## config.mk

```make
export PLATFORM = sky130hd
export DESIGN_NAME = ship_placer
export DESIGN_NICKNAME = d
export VERILOG_FILES = /design/src/rtl/project_cfg_pkg.sv /design/src/rtl/ship_placer_click_det.sv /design/src/rtl/ship_placer.sv
export SDC_FILE = /design/constraint.sdc
export NUM_CORES = 1
export LEC_CHECK = 0
export CORE_ASPECT_RATIO = 0.6
export CORE_MARGIN = 4
export CORE_UTILIZATION = 48
export DETAILED_ROUTE_END_ITERATION = 10
export PLACE_DENSITY_LB_ADDON = 0.25
export SYNTH_ARGS = -nofsm -noshare
export SYNTH_HDL_FRONTEND = slang
export SYNTH_SLANG_ARGS = --single-unit
```

## constraint.sdc

```tcl
create_clock -name clk -period 5.9 [get_ports clk]
set_input_delay 1.77 -clock clk [delete_from_list [all_inputs] [get_ports clk]]
set_output_delay 1.77 -clock clk [all_outputs]
set_load 0.01 [all_outputs]
```

## src/rtl/project_cfg_pkg.sv

```systemverilog
`default_nettype none
// ============================================================================
// project_cfg_pkg : board/fleet constants and the setup-phase FSM state type
// Rev 1.0
// ============================================================================
package project_cfg_pkg;

    localparam int         GRID_N     = 10;
    localparam int         FLEET_SIZE = 10;
    localparam logic [7:0] NO_COR     = 8'hff;

    localparam logic [2:0] SHIP_LEN [0:9] = '{3'd4, 3'd3, 3'd3, 3'd2, 3'd2,
                                             3'd2, 3'd1, 3'd1, 3'd1, 3'd1};

    typedef enum logic [2:0] {
        S_IDLE       = 3'd0,
        S_CLEAR      = 3'd1,
        S_WAIT_BOW   = 3'd2,
        S_WAIT_STERN = 3'd3,
        S_CHECK      = 3'd4,
        S_WRITE      = 3'd5,
        S_DONE       = 3'd6
    } placer_state_t;

    // Past the end of the fleet (ship_idx == FLEET_SIZE) there is no ship.
    function automatic logic [2:0] ship_len_of(input logic [3:0] idx);
        logic [2:0] len;
        len = 3'd0;
        if (idx < 4'd10) begin
            len = SHIP_LEN[idx];
        end
        return len;
    endfunction

endpackage
`default_nettype wire

```

## src/rtl/ship_placer_click_det.sv

```systemverilog
`default_nettype none
// ============================================================================
// cor_click_det : turns a level coordinate stream into one-shot click events
// Rev 1.0
// ============================================================================
module cor_click_det #(
    parameter int GRID_N = project_cfg_pkg::GRID_N
) (
    input  logic       clk,
    input  logic       rst,
    input  logic [7:0] i_cor,
    output logic       click,
    output logic [7:0] click_cor,
    output logic       in_grid
);
    import project_cfg_pkg::NO_COR;

    localparam logic [4:0] c_grid_n = 5'(GRID_N);

    logic [7:0] r_cor_q;

    always_ff @(posedge clk) begin
        if (rst) begin
            r_cor_q <= NO_COR;
        end else begin
            r_cor_q <= i_cor;
        end
    end

    // Only the first cycle of a held button counts.
    assign click     = (i_cor != NO_COR) && (r_cor_q == NO_COR);
    assign click_cor = i_cor;
    assign in_grid   = ({1'b0, i_cor[7:4]} < c_grid_n) && ({1'b0, i_cor[3:0]} < c_grid_n);

endmodule
`default_nettype wire

```

## src/rtl/ship_placer.sv

```systemverilog
`default_nettype none
// ============================================================================
// ship_placer : setup-phase controller, bow/stern clicks -> occupancy bitmap
// Rev 1.0
// ============================================================================
module ship_placer #(
    parameter int GRID_N     = project_cfg_pkg::GRID_N,
    parameter int FLEET_SIZE = project_cfg_pkg::FLEET_SIZE
) (
    input  logic       clk,
    input  logic       rst,
    input  logic       place_en,
    input  logic [7:0] player_cor,
    input  logic [7:0] rd_cor,
    output logic       rd_occ,
    output logic [3:0] ship_idx,
    output logic [2:0] ship_len,
    output logic       bow_valid,
    output logic [7:0] bow_cor,
    output logic       placed,
    output logic       err,
    output logic       done
);
    import project_cfg_pkg::*;

    localparam int                CELLS       = GRID_N * GRID_N;
    localparam int                IDX_W       = $clog2(CELLS);
    localparam logic [IDX_W-1:0]  c_grid_idx  = IDX_W'(GRID_N);
    localparam logic [4:0]        c_grid_n    = 5'(GRID_N);
    localparam logic [3:0]        c_last_ship = 4'(FLEET_SIZE - 1);

    placer_state_t    r_state;
    placer_state_t    w_next;
    logic [CELLS-1:0] r_bitmap;
    logic [3:0]       r_ship_idx;
    logic [7:0]       r_bow;
    logic [3:0]       r_lo_x;
    logic [3:0]       r_lo_y;
    logic             r_horiz;
    logic [3:0]       r_cnt;
    logic             r_hit;
    logic             r_placed;
    logic             r_err;
    logic             r_rd_occ;

    logic             w_click;
    logic [7:0]       w_click_cor;
    logic             w_in_grid;
    logic             w_ev;
    logic             w_abort;
    logic [3:0]       w_len4;
    logic [3:0]       w_bx, w_by, w_sx, w_sy;
    logic [3:0]       w_dx, w_dy, w_span;
    logic             w_same_x, w_same_y, w_geom_ok;
    logic             w_last;
    logic [3:0]       w_cell_x, w_cell_y;
    logic [IDX_W-1:0] w_cell_idx;
    logic             w_cell_occ;
    logic             w_rd_in;
    logic [IDX_W-1:0] w_rd_idx;

    cor_click_det #(
        .GRID_N (GRID_N)
    ) u_click_det (
        .clk       (clk),
        .rst       (rst),
        .i_cor     (player_cor),
        .click     (w_click),
        .click_cor (w_click_cor),
        .in_grid   (w_in_grid)
    );

    assign w_ev    = w_click && w_in_grid;
    assign w_abort = !place_en && (r_state != S_IDLE);
    assign w_len4  = {1'b0, ship_len_of(r_ship_idx)};

    // Stern geometry against the held bow
    assign w_bx      = r_bow[7:4];
    assign w_by      = r_bow[3:0];
    assign w_sx      = w_click_cor[7:4];
    assign w_sy      = w_click_cor[3:0];
    assign w_same_x  = (w_bx == w_sx);
    assign w_same_y  = (w_by == w_sy);
    assign w_dx      = (w_bx >= w_sx) ? (w_bx - w_sx) : (w_sx - w_bx);
    assign w_dy      = (w_by >= w_sy) ? (w_by - w_sy) : (w_sy - w_by);
    assign w_span    = w_same_y ? (w_dx + 4'd1) : (w_dy + 4'd1);
    assign w_geom_ok = (w_same_x || w_same_y) && (w_span == w_len4)
                       && ((w_len4 != 4'd1) || (w_click_cor == r_bow));

    // Cell walked by CHECK and WRITE
    assign w_last     = (r_cnt == (w_len4 - 4'd1));
    assign w_cell_x   = r_lo_x + (r_horiz ? r_cnt : 4'd0);
    assign w_cell_y   = r_lo_y + (r_horiz ? 4'd0 : r_cnt);
    assign w_cell_idx = IDX_W'(w_cell_y) * c_grid_idx + IDX_W'(w_cell_x);
    assign w_cell_occ = r_bitmap[w_cell_idx];

    assign w_rd_in  = ({1'b0, rd_cor[7:4]} < c_grid_n) && ({1'b0, rd_cor[3:0]} < c_grid_n);
    assign w_rd_idx = IDX_W'(rd_cor[3:0]) * c_grid_idx + IDX_W'(rd_cor[7:4]);

    always_ff @(posedge clk) begin
        if (rst) begin
            r_state <= S_IDLE;
        end else begin
            r_state <= w_next;
        end
    end

    always_comb begin
        w_next = r_state;
        if (w_abort) begin
            w_next = S_IDLE;
        end else begin
            case (r_state)
                S_IDLE:       if (place_en) w_next = S_CLEAR;
                S_CLEAR:      w_next = S_WAIT_BOW;
                S_WAIT_BOW:   if (w_ev) w_next = S_WAIT_STERN;
                S_WAIT_STERN: if (w_ev) w_next = w_geom_ok ? S_CHECK : S_WAIT_BOW;
                S_CHECK:      if (w_last) w_next = (r_hit || w_cell_occ) ? S_WAIT_BOW : S_WRITE;
                S_WRITE:      if (w_last) w_next = (r_ship_idx == c_last_ship) ? S_DONE : S_WAIT_BOW;
                S_DONE:       w_next = S_DONE;
                default:      w_next = S_IDLE;
            endcase
        end
    end

    always_ff @(posedge clk) begin
        if (rst) begin
            r_bitmap   <= '0;
            r_ship_idx <= 4'd0;
            r_bow      <= NO_COR;
            r_lo_x     <= 4'd0;
            r_lo_y     <= 4'd0;
            r_horiz    <= 1'b0;
            r_cnt      <= 4'd0;
            r_hit      <= 1'b0;
            r_placed   <= 1'b0;
            r_err      <= 1'b0;
            r_rd_occ   <= 1'b0;
        end else begin
            r_placed <= 1'b0;
            r_err    <= 1'b0;
            r_rd_occ <= w_rd_in && r_bitmap[w_rd_idx];
            if (w_abort) begin
                r_bow <= NO_COR;
            end else begin
                case (r_state)
                    S_CLEAR: begin
                        r_bitmap   <= '0;
                        r_ship_idx <= 4'd0;
                        r_bow      <= NO_COR;
                    end
                    S_WAIT_BOW: begin
                        if (w_ev) r_bow <= w_click_cor;
                    end
                    S_WAIT_STERN: begin
                        if (w_ev) begin
                            if (w_geom_ok) begin
                                r_horiz <= w_same_y;
                                r_lo_x  <= (w_same_y && (w_sx < w_bx)) ? w_sx : w_bx;
                                r_lo_y  <= (!w_same_y && (w_sy < w_by)) ? w_sy : w_by;
                                r_cnt   <= 4'd0;
                                r_hit   <= 1'b0;
                            end else begin
                                r_err <= 1'b1;
                                r_bow <= NO_COR;
                            end
                        end
                    end
                    S_CHECK: begin
                        // Walk the whole span so rejection timing is length-fixed
                        if (w_cell_occ) r_hit <= 1'b1;
                        if (w_last) begin
                            r_cnt <= 4'd0;
                            if (r_hit || w_cell_occ) begin
                                r_err <= 1'b1;
                                r_bow <= NO_COR;
                            end
                        end else begin
                            r_cnt <= r_cnt + 4'd1;
                        end
                    end
                    S_WRITE: begin
                        r_bitmap[w_cell_idx] <= 1'b1;
                        if (w_last) begin
                            r_placed   <= 1'b1;
                            r_ship_idx <= r_ship_idx + 4'd1;
                            r_bow      <= NO_COR;
                            r_cnt      <= 4'd0;
                        end else begin
                            r_cnt <= r_cnt + 4'd1;
                        end
                    end
                    default: begin
                    end
                endcase
            end
        end
    end

    assign rd_occ    = r_rd_occ;
    assign ship_idx  = r_ship_idx;
    assign ship_len  = (r_state == S_DONE) ? 3'd0 : w_len4[2:0];
    assign bow_valid = (r_state == S_WAIT_STERN);
    assign bow_cor   = r_bow;
    assign placed    = r_placed;
    assign err       = r_err;
    assign done      = (r_state == S_DONE);

endmodule
`default_nettype wire

```

### After elaboration in Yosys (flattened, before gate mapping)

Memory sizes are Yosys's and may differ from the RTL's.
Index checks and enable logic that the tools add are counted.
W data, S select, Z words.

| storage, ports and cells | value |
|---|---|
| flip-flop bits (word level) | 140 |
| memory bits (read-only) | 48 |
| bits of input ports | 19 |
| output and inout bits | 20 |
| logic and storage cells | 152 |
| memories kept | 1 |

Memories:

| memory | words | bits a word | rd ports | clocked after memory_dff | write ports | RTL line | RTL |
|---|---|---|---|---|---|---|---|
| (name not given) | 16 | 3 | 1 | 0 | 0 | project_cfg_pkg.sv:30 | `len = SHIP_LEN[idx];` |

| operators by class | value |
|---|---|
| add/sub/neg operators | 13 |
| multipliers | 2 |
| magnitude comparators | 13 |
| eq/ne operators | 24 |
| multiplexer cells | 50 |
| bitwise operators | 4 |
| reduce and logical (&&, ||, !) cells | 32 |

Operator list:

| cell | number |
|---|---|
| $pmux W100 S2 | 1 |
| $or A100 B100 Y100 | 1 |
| $mux W8 | 6 |
| $mux W4 | 11 |
| $pmux W8 S5 | 1 |
| $mux W3 | 12 |
| $pmux W3 S7 | 1 |
| $lt A4 B4 Y1 const B | 5 |
| $add A4 B1 Y4 const B | 4 |
| $lt A7 B8 Y1 const B | 2 |
| $pmux W4 S2 | 2 |
| $sub A4 B4 Y4 | 4 |
| $add A7 B4 Y7 | 2 |
| $bmux W1 S7 | 2 |
| $ne A2 B2 Y1 const B | 7 |
| $eq A4 B4 Y1 | 3 |
| $mul A4 B3 Y6 const B | 2 |
| $logic_and A1 B1 Y1 | 11 |
| $mux W1 | 11 |
| $reduce_and A5 Y1 | 2 |
| $eq A3 B3 Y1 const B | 3 |
| $add A4 B4 Y4 | 2 |
| $eq A8 B8 Y1 | 1 |
| $eq A8 B8 Y1 const B | 1 |
| other kinds (28) | 41 |

### Logic depth before layout (Yosys ltp)

| depth | value |
|---|---|
| depth in word-level cells | 11 |
| mapped depth | 19 |
| gate-level depth less buffers | 19 |

### Cells and area by module

A second synthesis with hierarchy kept.

| second synthesis, totals | value |
|---|---|
| cell total of the unflattened synthesis | 953 |
| area total of the unflattened synthesis | 8,582.0 µm² |

Modules (own cells, without submodules):

| module | times used | cells each | area each (µm²) | seq. area each (µm²) |
|---|---|---|---|---|
| ship_placer | 1 | 921 | 8,252.9 | 2,642.5 |
| cor_click_det | 1 | 32 | 329.1 | 160.2 |

### Least setup slack after synthesis

Ideal clock, no wire load.

| timing | value |
|---|---|
| path kind | input -> register |
| start point | input port player_cor[3] |
| end point | register r_lo_x[3] |
| library setup time | 79 ps |
| data arrival time | 4,670 ps |
| data required time | 5,821 ps |
| slack | 1,150 ps |
| stages | 15 |
| buffers on the path | 2 |
| cells stage by stage | inv_1 > ha_1 > buf_4 > a21oi_1 > nand2_1 > mux2_2 > o21a_1 > ha_1 > o21ai_0 > a2111oi_1 > inv_1 > a211oi_4 > buf_6 > nor2_1 > a211oi_2 |

| between the ends | value |
|---|---|
| longest elaborated chain between the ends | 8 |
| elaborated cells on any way between the ends | 21 |
| those cells by class | add/sub (3); order compare (2); eq/ne (4); mux (3); reduce/logical (9) |

RTL lines:

| what | RTL line | RTL |
|---|---|---|
| start, declared | ship_placer.sv:13 | `input logic [7:0] player_cor,` |
| $sub A4 B4 Y4 or $ge A4 B4 Y1 (tied branches) | ship_placer.sv:85 | `assign w_dy = (w_by >= w_sy) ? (w_by - w_sy) : (w_sy - w_by);` |
| $mux W4 | ship_placer.sv:85 |  |
| $add A4 B1 Y4 | ship_placer.sv:86 | `assign w_span = w_same_y ? (w_dx + 4'd1) : (w_dy + 4'd1);` |
| $mux W4 | ship_placer.sv:86 |  |
| $eq A4 B3 Y1 | ship_placer.sv:87 | `assign w_geom_ok = (w_same_x \|\| w_same_y) && (w_span == w_len4)` |
| $logic_and A1 B1 Y1 | ship_placer.sv:87 |  |
| $logic_and A1 B1 Y1 | ship_placer.sv:88 | `&& ((w_len4 != 4'd1) \|\| (w_click_cor == r_bow));` |
| $reduce_and A4 Y1 (no source line) | - |  |
| end signal, assigned | ship_placer.sv:159 | `r_lo_x <= (w_same_y && (w_sx < w_bx)) ? w_sx : w_bx;` |
| end, declared | ship_placer.sv:37 | `logic [3:0] r_lo_x;` |

Parallel ways exist; a longest one is shown, timed or not.
A chain may end at the register's enable or synchronous reset.

### Final worst setup path

| timing | value |
|---|---|
| start point | register r_cnt[1] |
| end point | register r_bow[7] (netlist: bow_cor[7]) |

| between the ends | value |
|---|---|
| longest elaborated chain between the ends | 9 |
| elaborated cells on any way between the ends | 14 |
| those cells by class | add/sub (3); mul (1); eq/ne (4); mux (4); reduce/logical (2) |

RTL lines:

| what | RTL line | RTL |
|---|---|---|
| start, declared | ship_placer.sv:40 | `logic [3:0] r_cnt;` |
| start signal, assigned | ship_placer.sv:179 | `r_cnt <= r_cnt + 4'd1;` |
| start signal, assigned | ship_placer.sv:190 | `r_cnt <= r_cnt + 4'd1;` |
| $mux W4 | ship_placer.sv:93 | `assign w_cell_y = r_lo_y + (r_horiz ? 4'd0 : r_cnt);` |
| $add A4 B4 Y4 | ship_placer.sv:93 |  |
| $mul A4 B3 Y6 | ship_placer.sv:94 | `assign w_cell_idx = IDX_W'(w_cell_y) * c_grid_idx + IDX_W'(w_cell_x);` |
| $add A7 B4 Y7 | ship_placer.sv:94 |  |
| $bmux W1 S7 | ship_placer.sv:95 | `assign w_cell_occ = r_bitmap[w_cell_idx];` |
| $mux W1 (not written as such) | ship_placer.sv:95 |  |
| $logic_or A1 B1 Y1 | ship_placer.sv:174 | `if (r_hit \|\| w_cell_occ) begin` |
| $ne A2 B2 Y1 (no source line) | - |  |
| $reduce_and A7 Y1 (no source line) * | - |  |
| end signal, assigned | ship_placer.sv:153 | `if (w_ev) r_bow <= w_click_cor;` |
| end, declared | ship_placer.sv:36 | `logic [7:0] r_bow;` |

Every way passes the cells marked *; elsewhere a longest branch is shown, timed or not. The select of a mux whose other input is x is not followed.

==> impl_metrics.py <==
metrics = {
    "global_routing": {
        "grt_max_degree": 103,
        "grt_use_total_pct": 25.7,
        "grt_pass1_wl_mm": 39.0,
        "grt_overflow": 0,
        "antenna_found_initial": 0,
        "first_global_vias": 6837,
    },
    "sta": {
        "rsz0062_at_grt": "no",
        "fmax_mhz": 184,
        "fin_worst_skew_ps": 13.5,
        "setup_violations": 0,
        "worst_slew_pin_slew_ps": 994,
        "period_share_pct": 92.1,
        "maxSlewViolCount": 0,
        "fin_setup_tns_ps": 0,
        "max_slew_margin_pct": 33.7,
        "period_minus_slack_ps": 5430,
        "finalHoldViolations": 0,
    },
    "critical_path": {
        "worstPathCellList": "inv_1 > nor2_1 > ha_1 > a21o_1 > a21oi_1 > xnor2_2 > ha_1 > ha_1 > inv_1 > fa_1 > nand2b_1 > a21oi_1 > xnor2_1 > xnor2_1 > o311ai_0 > nand4_1 > nor2_1 > nor3_4 > mux2i_1",
        "slowest_stage": "nor3_4",
        "crit_path_start_kind": "flop",
        "cp_slowest_stage_delay_ps": 600,
        "worst-path-buf-inv": 2,
        "cp_max_fo": 8,
        "path_class": "flop to flop",
        "cp.required_ps": 6250,
        "worstPathArrival_ps": 5780,
        "cp_top_family": "simple AND/OR/NAND/NOR gates",
        "cp-end-kind": "flop",
        "crit_top_cell": "ha_1",
    },
    "layout": {
        "fill_cells": 1558,
        "area_growth_syn_to_layout_pct": 14.7,
        "final_cell_mix": "179 x nor2_1, 140 x dfxtp_1, 131 x a21oi_1",
        "antennaDiodeCount": 0,
        "drive_gt1_share_pct": 13.0,
        "nets": 1037,
        "layout_commonest_cell": "nor2_1",
    },
    "clock_network": {
        "cts_tree": "yes",
        "clk_latency_ps": 430,
        "htreeDepth": 4,
        "cts_setup_buffers": 0,
        "cts_hold_buf": 0,
        "cts_buffers": 17,
        "cts_sinks": 140,
        "cts_buffer_depth": 2,
        "cts.clk_slew.worst_paths_ps": 60,
        "cts_root_buf": "clkbuf_16",
        "cts_resized": 0,
    },
    "synth": {
        "synth_top_cells_by_area": "dfxtp_1 33%, mux4_2 12%, nor2_1 8.0%",
        "syn_area_per_cell_um2": 8.93,
        "async_reset_ff_share_pct": 0,
        "synth.ff_latch_count": 140,
        "synth_top_cell_area_share_pct": 33.5,
        "synth-main-ff-cell": "dfxtp_1",
        "yosysSeqAreaShare_pct": 33.5,
        "syn_area_mm2": 0.00838,
        "synthCells": 938,
        "syn_nets": 1009,
        "synth_edf_count": 0,
        "synth_top_cell_by_area": "dfxtp_1",
        "synth_warnings": 0,
        "synth_cell_types": 71,
    },
    "detailed_routing": {
        "num_vias": 7252,
        "drt_first_pass_iters": 5,
        "drtIter0Drc": 975,
        "vias_per_cell": 5.98,
        "drc": 0,
        "wirelength_mm": 24.3,
        "avgRoutedWirePerCell_um": 20.1,
        "drt.antenna.violating_nets": 0,
    },
    "floorplan": {
        "start_util_pct": 48.9,
        "dieArea_mm2": 0.0197,
        "ios": 39,
        "die_w_um": 179,
        "core_mm2": 0.0171,
        "rows": 37,
        "die_y_um": 110,
    },
    "flow_run": {
        "cap_violations": 0,
    },
    "outcome": {
        "status": "finished clean",
    },
    "pwr": {
        "ir_worst_vdd_mv": 0.168,
        "power.density_mw_per_mm2": 242,
        "p_leak_nw": 3.69,
        "total_power_w": 0.00232,
    },
    "placed_design": {
        "dp_hpwl_mm": 17.4,
        "routabilityCongestion": 0.937,
        "port_buffers": 38,
    },
    "hold_path": {
        "hp-class": "flop to flop",
    },
}
synthesized netlist by cell type (all sizes together) (4+ instances only):
cell	number
nor2	179
dfxtp	140
a21oi	131
mux4	45
inv	44
ha	42
nand2	42
clkbuf	33
mux2i	28
o21ai	26
buf	22
nand3	18
xnor2	16
a211oi	13
nor3	12
xor2	11
fa	10
nand4	10
nor2b	9
mux2	8
o211ai	8
a21o	6
nand2b	6
nand3b	6
a221oi	5
o21a	5
a31oi	4
o22ai	4
or3	4
power by group:
part	leakage, nW	switching, W	internal (W)
logic	2.27	0.000157	0.0000935
registers	1.13	0.00000690	0.000952
clock network	0.294	0.000473	0.000639
total	3.69	0.000637	0.00168
registers in the layout, summed over array words and instances, names as in the netlist:
| register | count |
|---|---|
| err | 1 |
| rd_occ | 1 |
| r_bitmap | 100 |
| u_click_det.r_cor_q | 8 |
| placed | 1 |
| ship_idx | 4 |
| r_horiz | 1 |
| r_hit | 1 |
| r_cnt | 4 |
| bow_cor | 8 |
| r_lo_y | 4 |
| r_state | 3 |
| r_lo_x | 4 |
layer usage:
layer / track usage (%) / up-vias / wire length [um]
li1: - / 3415 / -
met1: 40.7 / 3524 / 12100
met2: 34.3 / 295 / 9500
met3: 7.67 / 18 / 2510
met4: 4.87 / 0 / 209
met5: 0 / - / 0
through the flow:
stage	hold WS [ps]	util (%)	cells	setup slack, ps	cell area [um^2]
after floorplan	445	-	938	1150	8380
after global placement	464	52.6	1181	356	9010
after detailed placement	474	52.6	1181	250	9010
after CTS	489	56.1	1213	567	9610
after global routing	516	56.1	1213	147	9610
final	487	56.1	1213	467	9610
area by class of cell:
type	count	area [um^2]	area share, %
well taps	234	293	3.05
clock inverters	15	174	1.81
multi-input cells	697	5160	53.7
flip-flops and latches	140	2800	29.2
clock buffers	17	425	4.43
inverters	46	173	1.80
repair buffers	64	583	6.07
cell families after synthesis:
| kind of cell | count (synthesis) | synth area share, % |
|---|---|---|
| compound gates | 230 | 16.8 |
| xor+xnor | 27 | 2.91 |
| fa+ha+maj | 52 | 8.66 |
| simple gates | 307 | 16.6 |
| flops | 140 | 33.5 |
| buf+inv | 101 | 5.12 |
| mux | 81 | 16.5 |
worst paths after layout:
check	from	end	slack [ps]	cells past startpoint
hold / removal	r_bitmap[14]$_SDFFE_PP0P_	r_bitmap[14]$_SDFFE_PP0P_	490	2
setup reg to reg	r_cnt[1]$_SDFFE_PP0P_	bow_cor[7]$_SDFFE_PP1P_	470	19
setup / recovery	r_cnt[1]$_SDFFE_PP0P_	bow_cor[7]$_SDFFE_PP1P_	470	19
hold reg to reg	r_bitmap[14]$_SDFFE_PP0P_	r_bitmap[14]$_SDFFE_PP0P_	490	2
worst min-delay path, stage by stage (launching register included):
cell and delay (ps):
dfxtp_1 340, a21oi_1 50, nor2_1 70
Note: power is estimated with default switching activity, not from simulation.
